## src/rtl/register_file.sv

```systemverilog
// register_file: 2-read / 1-write register file with a power-up clear sequence.
// After Reset deasserts, a clear state machine zeroes one register per clock.
// Busy is high while clearing. During that time writes are ignored and both
// read ports return 0. Register 0 is hard-wired to zero.
//
// Parameters:
//   DATA_WIDTH  register and data-port width (default 16)
//   ADDR_WIDTH  address width; depth = 2**ADDR_WIDTH (default 4 -> 16 regs)
// Ports:
//   Clock        in   rising-edge clock
//   Reset        in   synchronous, active-high reset
//   WriteEnable  in   write request
//   WriteAddr    in   write index (from the RegDest mux)
//   WriteData    in   write-back value
//   ReadAddrA/B  in   read indices
//   ReadDataA/B  out  combinational read data
//   Busy         out  high while the clear sequence runs
// Optional feature:
//   REGFILE_BYPASS_EN  when defined, a read of the register being written
//                      in the same cycle returns WriteData combinationally.
module register_file #(
  parameter int DATA_WIDTH = 16,
  parameter int ADDR_WIDTH = 4
) (
  input  logic                  Clock,
  input  logic                  Reset,
  input  logic                  WriteEnable,
  input  logic [ADDR_WIDTH-1:0] WriteAddr,
  input  logic [DATA_WIDTH-1:0] WriteData,
  input  logic [ADDR_WIDTH-1:0] ReadAddrA,
  input  logic [ADDR_WIDTH-1:0] ReadAddrB,
  output logic [DATA_WIDTH-1:0] ReadDataA,
  output logic [DATA_WIDTH-1:0] ReadDataB,
  output logic                  Busy
);

  localparam int DEPTH = 2 ** ADDR_WIDTH;

  typedef enum logic {
    CLEAR,
    RUN
  } state_t;

  state_t                  state_q, state_d;
  logic [ADDR_WIDTH-1:0]   clr_cnt_q, clr_cnt_d;
  logic [DATA_WIDTH-1:0]   mem_q [DEPTH];
  logic [DATA_WIDTH-1:0]   mem_d [DEPTH];
  logic                    write_ok;
  logic [DATA_WIDTH-1:0]   rd_a, rd_b;

  assign write_ok = WriteEnable && (state_q == RUN) && (WriteAddr != '0);

  always_comb begin
    state_d   = state_q;
    clr_cnt_d = clr_cnt_q;
    mem_d     = mem_q;
    case (state_q)
      CLEAR: begin
        mem_d[clr_cnt_q] = '0;
        // The counter holds at its terminal value on leaving CLEAR.
        // A second clear pass only starts after another Reset.
        if (clr_cnt_q == '1) state_d = RUN;
        else                 clr_cnt_d = clr_cnt_q + ADDR_WIDTH'(1);
      end
      default: begin
        if (write_ok) mem_d[WriteAddr] = WriteData;
      end
    endcase
    mem_d[0] = '0;
  end

  // Storage is not reset directly. The clear sequence zeroes it. A write
  // pending in a Reset cycle is dropped because mem_q holds its value.
  always_ff @(posedge Clock) begin
    if (Reset) begin
      state_q   <= CLEAR;
      clr_cnt_q <= '0;
    end else begin
      state_q   <= state_d;
      clr_cnt_q <= clr_cnt_d;
      mem_q     <= mem_d;
    end
  end

  always_comb begin
    rd_a = '0;
    rd_b = '0;
    if (state_q == RUN) begin
      if (ReadAddrA != '0) rd_a = mem_q[ReadAddrA];
      if (ReadAddrB != '0) rd_b = mem_q[ReadAddrB];
`ifdef REGFILE_BYPASS_EN
      if (write_ok && (ReadAddrA == WriteAddr)) rd_a = WriteData;
      if (write_ok && (ReadAddrB == WriteAddr)) rd_b = WriteData;
`else
      // Same-cycle reads of the written register see the old value.
`endif
    end
  end

  assign ReadDataA = rd_a;
  assign ReadDataB = rd_b;
  assign Busy      = (state_q == CLEAR);

endmodule

```

## config.mk

```make
export PLATFORM = sky130hd
export DESIGN_NAME = register_file
export DESIGN_NICKNAME = d
export VERILOG_FILES = /design/src/rtl/register_file.sv
export SDC_FILE = /design/constraint.sdc
export NUM_CORES = 1
export LEC_CHECK = 0
export CAP_MARGIN = 10
export CORE_UTILIZATION = 44
export CTS_CLUSTER_SIZE = 40
export DETAILED_ROUTE_END_ITERATION = 8
export PLACE_DENSITY = 0.72
export SETUP_SLACK_MARGIN = 0.15
export SLEW_MARGIN = 20
export SYNTH_ARGS = -nofsm -noshare
export SYNTH_HDL_FRONTEND = slang
export SYNTH_SLANG_ARGS = --single-unit
```

## constraint.sdc

```tcl
create_clock -name Clock -period 3.5 [get_ports Clock]
set_clock_uncertainty 0.15 [all_clocks]
set_input_delay 0.875 -clock Clock [delete_from_list [all_inputs] [get_ports Clock]]
set_output_delay 0.875 -clock Clock [all_outputs]
set_load 0.005 [all_outputs]
```

# Word level (Yosys, flattened, before mapping)
# Cells that the tools add are included.
# word_totals
regBits	245
in_bits	31
out_inout_bits	33
elab_cells	63
# classes
n_addsub	1
magnitude_cmp	6
n_eq_ne	2
muxes	19
bitwise	9
n_reduce_logical	9
# ops
op	count
240-bit 2-to-1 mux	2
256-bit bitwise mux	1
240-bit bitwise AND	1
240-bit inverter	1
16-bit 2-to-1 mux	10
16-bit binary-select mux with 4-bit select	2
16-bit demux with 4-bit select	2
5-bit greater-or-equal comparator, second input constant	4
4-bit inverter with 5-bit output	4
4-bit nonzero test	3
5-bit by 1-bit less-than comparator with 1-bit output, second input constant	2
4-bit by 1-bit adder with 4-bit output, second input constant	1
4-bit equality test, second input constant	1
1-bit logical AND	4
2-bit AND reduction	2
1-bit inverter	3
1-bit 2-to-1 mux	2
2-bit by 1-bit != test with 1-bit output, second input constant	1

# Depth between registers and ports, before layout
# Gate-level depths: netlist (run 1).
# depth
word_depth	8
depth_mapped	7
ltp_nobuf	5

# Worst setup path after synthesis (run 1)
# Ideal clock, no wire load.
# synth_path
path_type	input to output
from	in ReadAddrB[0]
to	out ReadDataB[10]
arrival_ns	2.007
required_time_ns	2.475
slack_ns	0.468
path_stages	5
n_path_buf	2
cell_sequence	buf_6 -> buf_4 -> mux4_1 -> a22oi_1 -> o31ai_1
# synth_between
elab_chain_len	6
elab_cells_between_ends	7
cone_classes	5 x mux; 1 x bitwise; 1 x reduce/logical
# synth_rtl
item	line_no	source
start, declared	31	input logic [ADDR_WIDTH-1:0] ReadAddrB,
4-bit inverter with 5-bit output (not written as such)	90	if (ReadAddrB != '0) rd_b = mem_q[ReadAddrB];
16-bit binary-select mux with 4-bit select	90	
16-bit 2-to-1 mux (not written as such) (2 in series)	90	
16-bit 2-to-1 mux (*)	90	
16-bit 2-to-1 mux (*)	88	if (state_q == RUN) begin
end, declared	33	output logic [DATA_WIDTH-1:0] ReadDataB,
# Every way passes the cells marked *; elsewhere a longest branch is shown, timed or not. The select of a mux whose other input is x is not followed.

# Worst setup path in the final report (run 1)
# layout_path
from	in ReadAddrB[0]
to	out ReadDataB[15]
# The elaborated chain is that of the path after synthesis.

==> impl_metrics.json, run 1 <==
{
  "grt_pass1_wl_um": 77220,
  "netlist_instances": 1050,
  "first_pass_iters": 7,
  "drtAntennaViolNets": 0,
  "min_period_ps": 3393,
  "final_common_cell": "edfxtp_1",
  "root_buffer": "clkbuf_16",
  "postPlaceCellArea_um2": 16280,
  "status": "finished, final reports clean",
  "grt_pass1_vias": 11020,
  "drt_iter0_markers": 1941,
  "layout-drive-gt1-share_pct": 37.43,
  "cp.required_ps": 2470,
  "drc": 0,
  "netlist_area_um2": 14600,
  "layout.nets": 1221,
  "nFillCells": 2590,
  "ios": 64,
  "yosysSeqAreaShare_pct": 50.05,
  "path_max_fanout": 7,
  "crit_path_start": "ReadAddrB[0]",
  "synth.distinct_cells": 48,
  "via_count": 11710,
  "viasPerCell": 7.108,
  "clkLatencyLatePin_ps": 550,
  "finalCritPeriodShare_pct": 96.95,
  "yosys-top-cells-area": "edfxtp_1 49%, a22o_1 8.6%, mux4_2 8.5%, mux4_1 7.2%, mux2_2 2.5%",
  "syn_area_per_cell_um2": 13.91,
  "hold_class": "reg2reg",
  "crit_path_end_kind": "output pin",
  "die_h_um": 184.2,
  "hp-start": "clr_cnt_q[1]$_SDFFE_PP0P_",
  "power_leakage_nw": 6.763,
  "ff2ff_setup_slack_ps": 870,
  "tightest_slew_ps": 1110,
  "final_area_um2": 18040,
  "cts_tree": "done",
  "drt_wl_total_um": 53170,
  "async_flop_share_pct": 0,
  "rsz0062_at_grt": "yes",
  "avgRoutedWirePerCell_um": 32.28,
  "worstPathArrival_ps": 2370,
  "dp_hpwl_um": 35430,
  "fin_util_pct": 55.32,
  "synth_nets": 1085,
  "clockBufferDepth": 3,
  "clk_pin_slew_ps": 60,
  "start_util_pct": 44.76,
  "diodes": 0,
  "synthFlopType": "edfxtp_1",
  "ir_drop_uv": 410.4,
  "synth_top_area_cell": "edfxtp_1",
  "powerDensity_nw_per_um2": 427.5,
  "die_w_um": 184.2,
  "cts-hold-fix-buffers": 0,
  "cts_buffers": 27,
  "syn_to_final_growth_pct": 23.59,
  "synth-edff-count": 240,
  "core_um2": 32620,
  "synth_warnings": 0,
  "dieArea_um2": 33910,
  "ys_ff_latch": 245,
  "ctsHtreeMaxLevel": 1,
  "final_cell_mix": "240 x edfxtp_1, 144 x a22o_1, 104 x buf_4, 85 x nand2_1, 80 x mux4_2",
  "r2r_start": "state_q$_SDFF_PP0_",
  "grt-ovfl-total": 0,
  "synthDominantCellAreaShare_pct": 49.36,
  "critPathKind": "in2out",
  "finalMaxSlewViolations": 0,
  "startpoint_type": "input pin",
  "cap_violations": 0,
  "fmax_mhz": 294.7,
  "antenna_found_initial": 2,
  "place.port_buffers": 63,
  "row_count": 66,
  "gp_congestion": 0.9795,
  "tns_ps": 0,
  "setup_viol_count_final": 0,
  "clock_sinks": 245,
  "grt_max_degree": 60,
  "hold_viol_final": 0,
  "max_slew_margin_pct": 26.00,
  "grt_usage_pct": 31.47
}
-- power breakdown --
part / internal, W / switching [W]
clock: 0.00164 / 0.00123
combinational: 0.000596 / 0.000622
sequential: 0.00347 / 0.000165
total: 0.00570 / 0.00202
-- sequential cells by signal (all words and copies together) (netlist names) --
register / cells
clr_cnt_q: 4
mem_q: 240
state_q: 1
-- cell usage after synthesis (2+ instances only) --
master / number
clkbuf_2: 3
mux4_1: 40
clkbuf_1: 16
nor3_2: 4
nor2_1: 14
a31oi_1: 3
mux2_2: 32
o31ai_1: 32
ha_1: 4
a21oi_1: 20
and2_1: 16
nor3_1: 2
or3_1: 3
edfxtp_1: 240
dfxtp_1: 5
inv_1: 2
buf_4: 9
buf_1: 3
a22o_1: 144
buf_2: 56
mux4_2: 55
o21ai_0: 65
a221oi_1: 32
a22oi_1: 32
a21oi_2: 8
a2bb2o_1: 4
nor2_2: 3
nor2b_1: 37
buf_12: 3
and2b_1: 4
nand2_1: 85
nand3_1: 7
and3_1: 2
nand2b_1: 4
o2bb2ai_1: 28
clkbuf_8: 10
buf_6: 11
and3b_1: 2
-- layout make-up --
| cell class | count | area [um^2] | share of cell area (%) |
|---|---|---|---|
| clock buffer | 30 | 686.9 | 3.807 |
| clock inverter | 18 | 177.7 | 0.9846 |
| inverter | 3 | 11.26 | 0.06240 |
| multi-input combinational | 691 | 7027 | 38.94 |
| sequential | 245 | 7311 | 40.51 |
| tap | 442 | 553.0 | 3.065 |
| timing repair buffer | 218 | 2278 | 12.63 |
-- kinds of logic (layout without fill, tap and decap cells) --
group	Yosys count	count (layout)	share of synthesized area (%)
AOI/OAI and AO/OA	373	373	19.63
adders and majority gates	4	4	0.3428
xor gates and xnor gates	1	1	0.06000
muxes	128	128	18.32
buffers and inverters	114	269	5.253
DFF	245	245	50.05
and+or+nand+nor	185	185	6.342
-- stage by stage --
step	setup WS, ps	cells	hold slack, ps	total power (W)
4_1_cts	114.4	1636	364.1	0.007614
3_3_place_gp	-532.5	1570	342.7	0.004678
2_1_floorplan	468.1	1050	325.6	0.004255
3_5_place_dp	-525.3	1570	357.4	0.004704
5_1_grt	73.25	1647	386.8	0.007855
6_report	106.9	1647	362.0	0.007714
-- metal layers --
metal	vias up	global-route usage (%)	wire [um]
met5	-	0	27
met3	165	9.702	8162
met4	4	12.93	2655
met1	5858	43.32	19250
met2	1025	46.15	23070
li1	4655	-	-
-- final timing paths --
| check | end | depth (start not counted) |
|---|---|---|
| max | ReadDataB[15] | 8 |
| min | clr_cnt_q[1]$_SDFFE_PP0P_ | 2 |
| min reg2reg | clr_cnt_q[1]$_SDFFE_PP0P_ | 2 |
| max reg2reg | mem_q[54]$_DFFE_PP_ | 5 |
-- timing repair --
action	in CTS	in global routing
cloned	7	1
pin swaps	26	14
setup buffers	11	10
endpoints found under the setup margin	32	28
gates resized for setup	252	41
-- worst max-delay path, cell delays in order --
cell and delay (ps):
buf_12 100, buf_12 140, buf_8 140, mux4_2 570, a22oi_2 210, buf_6 140, o31ai_2 50, buf_2 130
Note: power is estimated with default switching activity, not from simulation.
==> run 2: changes to the inputs <==
- CORE_UTILIZATION: 44 -> 45
- PLACE_DENSITY: 0.72 -> 0.73
- clock period: 3.5 -> 4.2 ns (I/O delays scaled with it)
==> impl_metrics.json, run 2 (synthesis results as in run 1) <==
{
  "reg.largest.list": "mem_q x240, clr_cnt_q x4, state_q x1",
  "grt-ovfl-total": 0,
  "internal_power_w": 0.004551,
  "grt_usage_pct": 30.84,
  "max_slew_margin_pct": 29.33,
  "die_w_um": 182.1,
  "postPlaceCellArea_um2": 15980,
  "hold_path_end": "clr_cnt_q[1]$_SDFFE_PP0P_",
  "rr_worst_depth": 5,
  "worstPathArrival_ps": 2900,
  "antenna_found_initial": 0,
  "nFillCells": 2567,
  "hold_viol_final": 0,
  "ios": 64,
  "dp_hpwl_um": 34850,
  "ir_drop_uv": 353.7,
  "viasPerCell": 7.271,
  "avgRoutedWirePerCell_um": 32.82,
  "seqPwrFrac_pct": 49.2,
  "critPathKind": "in2out",
  "dieArea_um2": 33170,
  "clock_sinks": 245,
  "diodes": 0,
  "place.port_buffers": 63,
  "drc": 0,
  "root_buffer": "clkbuf_16",
  "finalCritPeriodShare_pct": 97.73,
  "final_common_cell": "edfxtp_1",
  "clockBufferDepth": 3,
  "r2r_start": "state_q$_SDFF_PP0_",
  "power_leakage_nw": 6.603,
  "drt_wl_total_um": 51560,
  "layout-drive-gt1-share_pct": 25.75,
  "crit_path_end_kind": "output pin",
  "start_util_pct": 46.03,
  "layout.nets": 1185,
  "core_um2": 31720,
  "drtAntennaViolNets": 0,
  "ff2ff_setup_slack_ps": 1590,
  "hold_class": "reg2reg",
  "cts_tree": "done",
  "syn_to_final_growth_pct": 16.69,
  "clkLatencyLatePin_ps": 540,
  "gp_congestion": 1.036,
  "hp-start": "clr_cnt_q[1]$_SDFFE_PP0P_",
  "min_period_ps": 4105,
  "powerDensity_nw_per_um2": 360.4,
  "reg2reg_to": "mem_q[7]$_DFFE_PP_",
  "comb_power_share_pct": 14.6,
  "startpoint_type": "input pin",
  "tns_ps": 0,
  "pwr-share-clk_pct": 36.2,
  "p_switching_w": 0.001589,
  "largest_reg_flops": 240,
  "switching_share_pct": 25.88,
  "finalMaxSlewViolations": 0,
  "clk_pin_slew_ps": 60,
  "via_count": 11420,
  "die_h_um": 182.1,
  "cp.required_ps": 3000,
  "final_area_um2": 17040,
  "final_cell_mix": "240 x edfxtp_1, 144 x a22o_1, 103 x buf_4, 85 x nand2_1, 65 x o21ai_0",
  "status": "finished, final reports clean",
  "ctsHtreeMaxLevel": 1,
  "grt_max_degree": 56,
  "row_count": 65,
  "grt_pass1_wl_um": 74530,
  "fmax_mhz": 243.6,
  "path_max_fanout": 19,
  "tightest_slew_ps": 1060,
  "drt_iter0_markers": 2079,
  "first_pass_iters": 6,
  "regMostFlops": "mem_q",
  "cts_buffers": 25,
  "setup_viol_count_final": 0,
  "cap_violations": 0,
  "grt_pass1_vias": 10800,
  "min_path_cells": 2,
  "rsz0062_at_grt": "yes"
}
## run 2: metrics by stage
| stage | total power, W | setup WS (ps) | util, % | hold slack (ps) | instances |
|---|---|---|---|---|---|
| 2_1_floorplan | 0.003546 | 818.1 | - | 325.6 | 1050 |
| 3_3_place_gp | 0.003869 | -150.2 | 50.38 | 349.9 | 1513 |
| 3_5_place_dp | 0.003893 | -161.8 | 50.38 | 362.3 | 1513 |
| 4_1_cts | 0.006074 | 81.65 | 53.25 | 395.5 | 1560 |
| 5_1_grt | 0.006251 | 46.84 | 53.72 | 438.7 | 1571 |
| 6_report | 0.006140 | 95.40 | 53.72 | 400.7 | 1571 |
## run 2: area by class of cell
class | count | area (um^2) | share of cell area [%]
clock inverter | 11 | 110.1 | 0.6463
timing repair buffer | 184 | 1762 | 10.34
inverter | 3 | 11.26 | 0.06609
tap | 402 | 503.0 | 2.952
sequential | 245 | 7308 | 42.89
multi-input combinational | 691 | 6670 | 39.15
clock buffer | 35 | 673.1 | 3.951
## run 2: worst max path at each step
stage / depth (start not counted) / startpoint / endpoint / slack, ps
final: 7 / ReadAddrB[0] / ReadDataB[14] / 100
after global routing: 5 / ReadAddrB[3] / ReadDataB[14] / 50
after CTS: 5 / ReadAddrB[3] / ReadDataB[5] / 80
after detailed placement: 6 / ReadAddrB[2] / ReadDataB[5] / -160
after global placement: 7 / ReadAddrB[0] / ReadDataB[6] / -150
after floorplan: 5 / ReadAddrB[0] / ReadDataB[10] / 820
## run 2: timing repair
action | CTS | global route
resized for setup | 58 | 15
gates cloned | 1 | 0
hold buffers | 0 | 0
pin swaps | 0 | 0
setup endpoints to repair | 32 | 12
hold endpoints to repair | 0 | 0
buffers inserted | 0 | 11
## run 2: per-layer routing
metal  up-vias  track usage, %  wire length, um
met4         0           15.66             3267
met5         -               0                0
met2      1036           44.72            22050
met3       189           9.719             8060
li1       4582               -                -
met1      5616           41.75            18170
## run 2: power groups by stage
stage	clock network (W)	registers, W	logic (W)
after floorplan	0	0.00301	0.000538
after global placement	0	0.00305	0.000820
after detailed placement	0	0.00306	0.000834
after CTS	0.00221	0.00301	0.000856
after global routing	0.00230	0.00304	0.000920
final	0.00222	0.00302	0.000898
## run 2: critical path: stages
cell	delay (ps)
buf_4	130
buf_12	200
buf_4	320
mux4_2	320
nor2b_1	70
o31ai_2	250
clkdlybuf4s50_1	540
==> run 3: changes to the inputs <==
- GPL_TIMING_DRIVEN: default -> 0
==> impl_metrics.json, run 3 (synthesis results as in run 1) <==
{
  "status": "finished, final reports clean",
  "start_util_pct": 46.03,
  "syn_to_final_growth_pct": 19.98,
  "ff2ff_setup_slack_ps": 1570,
  "clkLatencyLatePin_ps": 570,
  "hp-start": "clr_cnt_q[1]$_SDFFE_PP0P_",
  "power_leakage_nw": 6.688,
  "avgRoutedWirePerCell_um": 32.58,
  "cts_buffers": 28,
  "via_count": 11740,
  "regMostFlops": "mem_q",
  "path_buf_inv": 5,
  "row_count": 65,
  "ir_drop_uv": 377.7,
  "min_period_ps": 4196,
  "clock_sinks": 245,
  "cts_tree": "done",
  "place.port_buffers": 61,
  "die_w_um": 182.1,
  "grt_pass1_wl_um": 76090,
  "pre_cts_slack_ps": -981.5,
  "viasPerCell": 7.339,
  "hold_class": "reg2reg",
  "dp_hpwl_um": 36520,
  "r2r_start": "state_q$_SDFF_PP0_",
  "grt_pass1_vias": 11150,
  "ctsHtreeMaxLevel": 1,
  "first_pass_iters": 7,
  "dieArea_um2": 33170,
  "clk_pin_slew_ps": 60,
  "root_buffer": "clkbuf_16",
  "antenna_found_initial": 0,
  "cp.required_ps": 3000,
  "diodes": 0,
  "finalCritPeriodShare_pct": 99.91,
  "core_um2": 31720,
  "max_slew_margin_pct": 25.79,
  "ios": 64,
  "drt_wl_total_um": 52100,
  "grt_max_degree": 17,
  "min_path_cells": 2,
  "hold_path_end": "clr_cnt_q[1]$_SDFFE_PP0P_",
  "layout.nets": 1210,
  "clockBufferDepth": 3,
  "grt-ovfl-total": 0,
  "cap_violations": 0,
  "powerDensity_nw_per_um2": 365.2,
  "critical-path-top-delay-family": "buffers and inverters",
  "cpPeakStageDelay_ps": 520,
  "finalPower_w": 0.006398,
  "hold_viol_final": 0,
  "gp_congestion": 1.054,
  "drtAntennaViolNets": 0,
  "crit_path_end_kind": "output pin",
  "reg2reg_to": "mem_q[154]$_DFFE_PP_",
  "rsz0062_at_grt": "yes",
  "die_h_um": 182.1,
  "path_max_fanout": 10,
  "layout-drive-gt1-share_pct": 32.25,
  "startpoint_type": "input pin",
  "crit_chain": "buf_4 > buf_12 > buf_4 > buf_12 > mux4_2 > a22oi_2 > o31ai_2 > clkdlybuf4s50_1",
  "final_common_cell": "edfxtp_1",
  "reg.largest.list": "mem_q x240, clr_cnt_q x4, state_q x1",
  "largest_reg_flops": 240,
  "cts-hold-fix-buffers": 0,
  "tightest_slew_ps": 1113,
  "rr_worst_depth": 5,
  "cp_slowest_cell": "mux4_2",
  "critPathKind": "in2out",
  "grt_usage_pct": 31.43,
  "drc": 0,
  "setup_viol_count_final": 0,
  "setup_slack_ps": 3.945,
  "final_cell_mix": "240 x edfxtp_1, 144 x a22o_1, 85 x nand2_1, 74 x mux4_2, 65 x o21ai_0",
  "drt_iter0_markers": 1899,
  "worstPathArrival_ps": 3000,
  "fin_util_pct": 55.23,
  "fmax_mhz": 238.3,
  "finalMaxSlewViolations": 0
}
run 3: how the worst max path moves through the flow:
stage | to | cells after the start | startpoint
2_1_floorplan | ReadDataB[10] | 5 | ReadAddrB[0]
3_3_place_gp | ReadDataA[9] | 8 | ReadAddrA[1]
3_5_place_dp | ReadDataA[9] | 8 | ReadAddrA[1]
4_1_cts | ReadDataA[6] | 7 | ReadAddrA[0]
5_1_grt | ReadDataA[0] | 8 | ReadAddrA[0]
6_report | ReadDataA[0] | 8 | ReadAddrA[0]
run 3: what timing repair did:
item	4_1_cts	5_1_grt
resized for setup	168	38
endpoints found under the hold margin	0	0
setup endpoints to repair	32	21
gates cloned	1	0
setup buffers	15	3
pin swaps	28	18
run 3: final cells by class:
| type | count | area, um^2 |
|---|---|---|
| Clock inverter | 21 | 193.9 |
| Clock buffer | 31 | 711.9 |
| Tap cell | 402 | 503.0 |
| Multi-Input combinational cell | 691 | 6873 |
| Buffer | 111 | 943.4 |
| Timing Repair Buffer | 95 | 974.7 |
| Sequential cell | 245 | 7307 |
| Inverter | 3 | 11.26 |
| Fill cell | 2554 | 14200 |
run 3: worst register-to-register path, stage by stage, from the launching register on:
cell	delay, ps
dfxtp_1	320
buf_2	170
clkbuf_1	250
a21o_1	330
buf_2	270
nor2_2	750
run 3: layer usage:
metal,vias to the layer above,GRT usage [%],part of all wire [%]
met5,-,0,0
met4,0,16.94,6.9
met3,220,10.18,15
met2,1110,44.57,42
met1,5764,42.85,36
li1,4641,-,-
run 3: power by group:
part           leakage, nW  internal [W]  switching (W)
Combinational         3.84      0.000436       0.000460
Clock                0.446       0.00141        0.00106
Sequential            2.40       0.00289       0.000142
run 3: per-stage QoR:
step           TNS, ps  hold WS, ps  cells  cell area (um^2)
6_report             0        371.0   1599             17520
5_1_grt              0        396.8   1599             17520
4_1_cts              0        367.4   1596             17420
3_5_place_dp    -25260        357.8   1528             15950
3_3_place_gp    -69760        357.3   1513             15710
2_1_floorplan        0        325.6   1050             14600
